$ cat src/rtl/mem_access.sv
// MEM pipeline stage: serialises byte/halfword/word loads and stores onto a
// byte-wide RAM port (little-endian) and stalls the pipeline until done.
module mem_access #(
  parameter int RAM_ADDR_WIDTH = 32
) (
  input  logic                      clk,
  input  logic                      rst,
  input  logic [31:0]               memaddr_i,
  input  logic                      memwr_i,
  input  logic [1:0]                memcnf_i,
  input  logic                      memsigned_i,
  input  logic [31:0]               wdata_i,
  input  logic [4:0]                wd_i,
  input  logic                      wreg_i,
  output logic [4:0]                wd_o,
  output logic                      wreg_o,
  output logic [31:0]               wdata_o,
  output logic                      mem_stall,
  output logic [RAM_ADDR_WIDTH-1:0] ram_a_o,
  output logic [7:0]                ram_dout_o,
  output logic                      ram_wr_o,
  input  logic [7:0]                ram_din_i
);

  typedef enum logic [1:0] {
    IDLE = 2'd0,
    BUSY = 2'd1,
    DONE = 2'd2
  } state_t;

  state_t      state;
  logic [2:0]  cnt;
  logic [31:0] data;

  logic [2:0]  n;
  logic [2:0]  issue_idx;
  logic [31:0] issue_addr;
  logic [7:0]  issue_byte;
  logic [31:0] load_result;

  always_comb begin
    case (memcnf_i)
      2'd1:    n = 3'd1;
      2'd2:    n = 3'd2;
      2'd3:    n = 3'd4;
      default: n = 3'd0;
    endcase
  end

  // Byte 0 goes out from IDLE; later bytes are indexed by the transfer counter.
  assign issue_idx  = (state == BUSY) ? cnt : 3'd0;
  assign issue_addr = memaddr_i + {29'd0, issue_idx};

  always_comb begin
    case (issue_idx[1:0])
      2'd0:    issue_byte = wdata_i[7:0];
      2'd1:    issue_byte = wdata_i[15:8];
      2'd2:    issue_byte = wdata_i[23:16];
      default: issue_byte = wdata_i[31:24];
    endcase
  end

  always_comb begin
    case (memcnf_i)
      2'd1:    load_result = {{24{memsigned_i & data[7]}}, data[7:0]};
      2'd2:    load_result = {{16{memsigned_i & data[15]}}, data[15:0]};
      default: load_result = data;
    endcase
  end

  always_ff @(posedge clk or posedge rst) begin
    if (rst) begin
      state <= IDLE;
      cnt   <= 3'd0;
      data  <= 32'd0;
    end else begin
      case (state)
        IDLE: begin
          if (memcnf_i != 2'd0) begin
            data <= 32'd0;
            if (memwr_i && n == 3'd1) begin
              state <= DONE;
              cnt   <= 3'd0;
            end else begin
              state <= BUSY;
              cnt   <= 3'd1;
            end
          end
        end
        BUSY: begin
          cnt <= cnt + 3'd1;
          if (memwr_i) begin
            if (cnt == n - 3'd1) state <= DONE;
          end else begin
            // RAM read data lags the address by one cycle, hence byte cnt-1.
            case (cnt)
              3'd1:    data[7:0]   <= ram_din_i;
              3'd2:    data[15:8]  <= ram_din_i;
              3'd3:    data[23:16] <= ram_din_i;
              3'd4:    data[31:24] <= ram_din_i;
              default: data        <= data;
            endcase
            if (cnt == n) state <= DONE;
          end
        end
        DONE: begin
          state <= IDLE;
          cnt   <= 3'd0;
        end
        default: begin
          state <= IDLE;
          cnt   <= 3'd0;
        end
      endcase
    end
  end

  always_comb begin
    wd_o       = 5'd0;
    wreg_o     = 1'b0;
    wdata_o    = 32'd0;
    mem_stall  = 1'b0;
    ram_a_o    = '0;
    ram_dout_o = 8'd0;
    ram_wr_o   = 1'b0;
    if (!rst) begin
      wd_o    = wd_i;
      wdata_o = wdata_i;
      case (state)
        IDLE: begin
          if (memcnf_i == 2'd0) begin
            wreg_o = wreg_i;
          end else begin
            mem_stall = 1'b1;
            ram_a_o   = issue_addr[RAM_ADDR_WIDTH-1:0];
            if (memwr_i) begin
              ram_wr_o   = 1'b1;
              ram_dout_o = issue_byte;
            end
          end
        end
        BUSY: begin
          mem_stall = 1'b1;
          if (memwr_i) begin
            ram_a_o    = issue_addr[RAM_ADDR_WIDTH-1:0];
            ram_wr_o   = 1'b1;
            ram_dout_o = issue_byte;
          end else if (cnt < n) begin
            ram_a_o = issue_addr[RAM_ADDR_WIDTH-1:0];
          end
        end
        DONE: begin
          if (!memwr_i) begin
            wdata_o = load_result;
            wreg_o  = wreg_i;
          end
        end
        default: begin
          mem_stall = 1'b0;
        end
      endcase
    end
  end

endmodule

$ cat config.mk
export PLATFORM = sky130hd
export DESIGN_NAME = mem_access
export DESIGN_NICKNAME = d
export VERILOG_FILES = /design/src/rtl/mem_access.sv
export SDC_FILE = /design/constraint.sdc
export NUM_CORES = 1
export LEC_CHECK = 0
export ABC_AREA = 1
export CELL_PAD_IN_SITES_DETAIL_PLACEMENT = 0
export CELL_PAD_IN_SITES_GLOBAL_PLACEMENT = 1
export CORE_ASPECT_RATIO = 0.8
export CORE_UTILIZATION = 26
export DETAILED_ROUTE_END_ITERATION = 10
export PLACE_DENSITY = 0.84
export SLEW_MARGIN = 15
export SYNTH_ARGS = -nofsm -noshare
export SYNTH_HDL_FRONTEND = slang
export SYNTH_SLANG_ARGS = --single-unit
$ cat constraint.sdc
create_clock -name clk -period 4.7 [get_ports clk]
set_clock_uncertainty 0.1 [all_clocks]
set_input_delay 1.41 -clock clk [delete_from_list [all_inputs] [get_ports clk]]
set_output_delay 1.41 -clock clk [all_outputs]
set_load 0.03 [all_outputs]
==> summary.txt <==
Outcome
  • Status: finished with violations
  • Failing checks: design-rule violations

Logic synthesis
  • Yosys cell types: 40
  • Mapped Area: 3897 µm²
  • Post-synth top cells: 126 x nand2_1, 85 x inv_1, 80 x o21ai_0, 65 x nor2_1, 52 x a21oi_1
  • Asr flop ratio synth: 100.0%
  • Avg Synthesized Cell Area: 6.286 µm²
  • Cells after Synth: 620
  • Register area share after synthesis: 23.76%
  • Ys flop type: dfrtp_1
  • Post-synth top area cell: dfrtp_1
  • Top cell type's share of synthesized area: 23.76%
  • Mapped Nets: 722
  • Yosys warns: 0
  • Yosys reg bits: 37
  • Number of enable flip-flop cells after synthesis: 0
  • Top post-synthesis cells by area: dfrtp_1 24%, nand2_1 12%, o21ai_0 10%, inv_1 8.2%, a21oi_1 6.7%
  • Count leader, synth: nand2_1

Min path
  • Hold_sp: data[18]
  • Min-Delay Path Class: reg2reg

Die
  • Die ar.: 15490 µm²
  • Core region area: 14440 µm²
  • Die Width: 138.9 µm
  • Starting Density: 26.98%
  • I/O Pins: 164
  • Row count: 39
  • Die Ht: 111.5 µm

Route
  • Vias: 4929
  • DRC: 7
  • Antenna Violating Nets Remaining: 0
  • Final WL: 15.13 mm
  • Drt first pass iters: 8
  • Initial drt markers: 328
  • Wire per inst: 14.62 µm
  • Vias per cell: 4.762

Clock network
  • Worst-Skew Late Latency: 280 ps
  • Clock sink total: 37
  • TritonCTS buffer count: 5
  • H-tree depth: 2
  • Clk slew on worst S/H paths: 60 ps
  • Clock buffer depth: 2
  • CTS tree: yes
  • CTS Hold Buffers Added: 0
  • Root Buffer: clkbuf_16

Timing
  • Total Neg Setup Slack: 0 ps
  • Fmax: 217.7 MHz
  • Final period util: 97.71%
  • Worst hold margin: 384.6 ps
  • Final hold vios: 0
  • Endpoints failing setup: 0
  • RSZ-0062 raised after global routing: true
  • Worst slew pin tran: 453.6 ps
  • Final Max Tran Viols: 0
  • Max_slew headroom: 69.66%
  • Final worst slack: 107.4 ps
  • Tmin final: 4593 ps

Power and ir drop
  • P_leak: 3.232 nW
  • Worst VDD drop: 0.2125 mV
  • Sw Pwr: 1.215 mW
  • PD cells: 395.7 nW/µm²
  • Power Total: 2.578 mW
  • Sw Ratio: 47.13%
  • Flop pwr share: 20.8%
  • Internal power: 1.363 mW
  • Clock network fraction of total power: 15.6%
  • Comb pwr share: 63.7%

Cells and area
  • Fill cell count: 1475
  • Area Overhead vs Synth: 67.13%
  • Layout cells sized above 1: 28.24%
  • Final cell count without fillers: 1035
  • Final net count: 951

Setup path
  • Req. time, crit path: 3190 ps
  • Critical path capture point type: output port
  • Startpoint Class: input port
  • CP Launch Point: memaddr_i[12]
  • Arrival @ worst endpoint: 3080 ps
  • Reg2Reg Launch Point: state[0]
  • CP Class: in2out
  • CP Max Fanout: 4

Global route
  • Global route overflow: 0
  • Initial antenna violation count: 1
  • GRT Total Usage: 19.34%
  • Largest net degree at the start of global routing: 26
  • Via count of the first global-routing pass: 4650
  • Global-route wire length before repair: 24.23 mm

Job
  • Total of max-cap violations: 0

Placed design
  • Post-DP HPWL: 12.46 mm
  • Pre-CTS setup slack: -285.8 ps
  • IO Port Bufs: 163
  • Placed cell count: 1023
  • Routability cong.: 0.8974
-- worst max-delay path, stage by stage --
cell,delay (ps)
clkdlybuf4s50_1,550
nand2_1,100
buf_4,150
nor2_1,150
nand4_1,170
nor2_2,190
nand3_1,100
nand2_1,80
inv_1,50
buf_6,130
-- path summary, 6_finish.rpt --
kind,end,slack (ps),cells past startpoint
worst max-delay path,ram_a_o[24],110,10
worst min-delay path,data[18],380,2
worst max register to register,data[14],2480,7
worst min register to register,data[18],380,2
max in group asynchronous,data[1],2450,4
min in group asynchronous,cnt[2],1480,2
-- through the flow --
stage                     utilization (%)  area (µm²)
after floorplan                         -        3899
after global placement              42.48        6136
after global routing                45.10        6514
after detailed placement            42.48        6136
after CTS                           43.93        6345
final                               45.10        6514
-- cell families after synthesis --
group | count (synthesis) | synth area share (%)
AO/OA/AOI/OAI | 160 | 22.44
buffers and inverters | 111 | 11.14
multiplexers | 16 | 4.623
adder cells (fa/ha/maj) | 18 | 5.779
flip-flops | 37 | 23.76
XOR/XNOR | 2 | 0.4495
AND/OR/NAND/NOR | 276 | 31.81
-- state kept, by name, summed over array words and instances, names as in the netlist --
name	flops
cnt	3
data	32
state	2
-- layout make-up --
| class | count | area [µm²] | area share, % |
|---|---|---|---|
| flip-flops and latches | 37 | 925.9 | 14.21 |
| inverters | 88 | 332.8 | 5.109 |
| repair buffers | 245 | 2165 | 33.23 |
| clock inverters | 2 | 37.54 | 0.5763 |
| clock buffers | 6 | 138.9 | 2.132 |
| multi-input cells | 472 | 2681 | 41.16 |
| well taps | 184 | 230.2 | 3.534 |
| diodes | 1 | 2.502 | 0.03842 |
-- per-layer routing --
metal	GRT usage, %	vias to the layer above	share of wire (%)
met4	3.259	0	1.1
met5	0	-	0
met1	27.98	2242	49
met3	2.280	8	4.9
li1	-	2538	-
met2	31.14	141	45
-- timing repair --
item / in CTS / in global routing
setup buffers: 1 / 2
gates resized for setup: 12 / 51
pin swaps: 4 / 9
endpoints found under the setup margin: 51 / 44
-- cells in the final DEF (no fill, tap or decap), types with 4 or more instances in the layout --
cell type / instances
o21ai_0: 79
nor2_2: 12
o21a_1: 4
mux2_2: 16
a21oi_1: 50
nand2_2: 10
clkbuf_16: 5
dlymetal6s2s_1: 9
nor2_1: 54
clkdlybuf4s50_1: 76
buf_4: 147
buf_12: 6
nand3_1: 29
dfrtp_1: 37
inv_2: 5
nand4_1: 20
ha_1: 15
o311ai_0: 7
inv_1: 82
nand2_1: 119
o21ai_1: 4
nor3_1: 8
nor3_2: 8
-- power by group through the flow --
stage | Combinational [mW] | Clock (mW) | Sequential [mW]
global route | 1.78 | 0.417 | 0.550
finish | 1.64 | 0.401 | 0.536
detailed placement | 1.60 | 0 | 0.537
floorplan | 0.987 | 0 | 0.502
global placement | 1.58 | 0 | 0.535
CTS | 1.61 | 0.406 | 0.534
No activity file was read; power rests on OpenSTA's default activity.
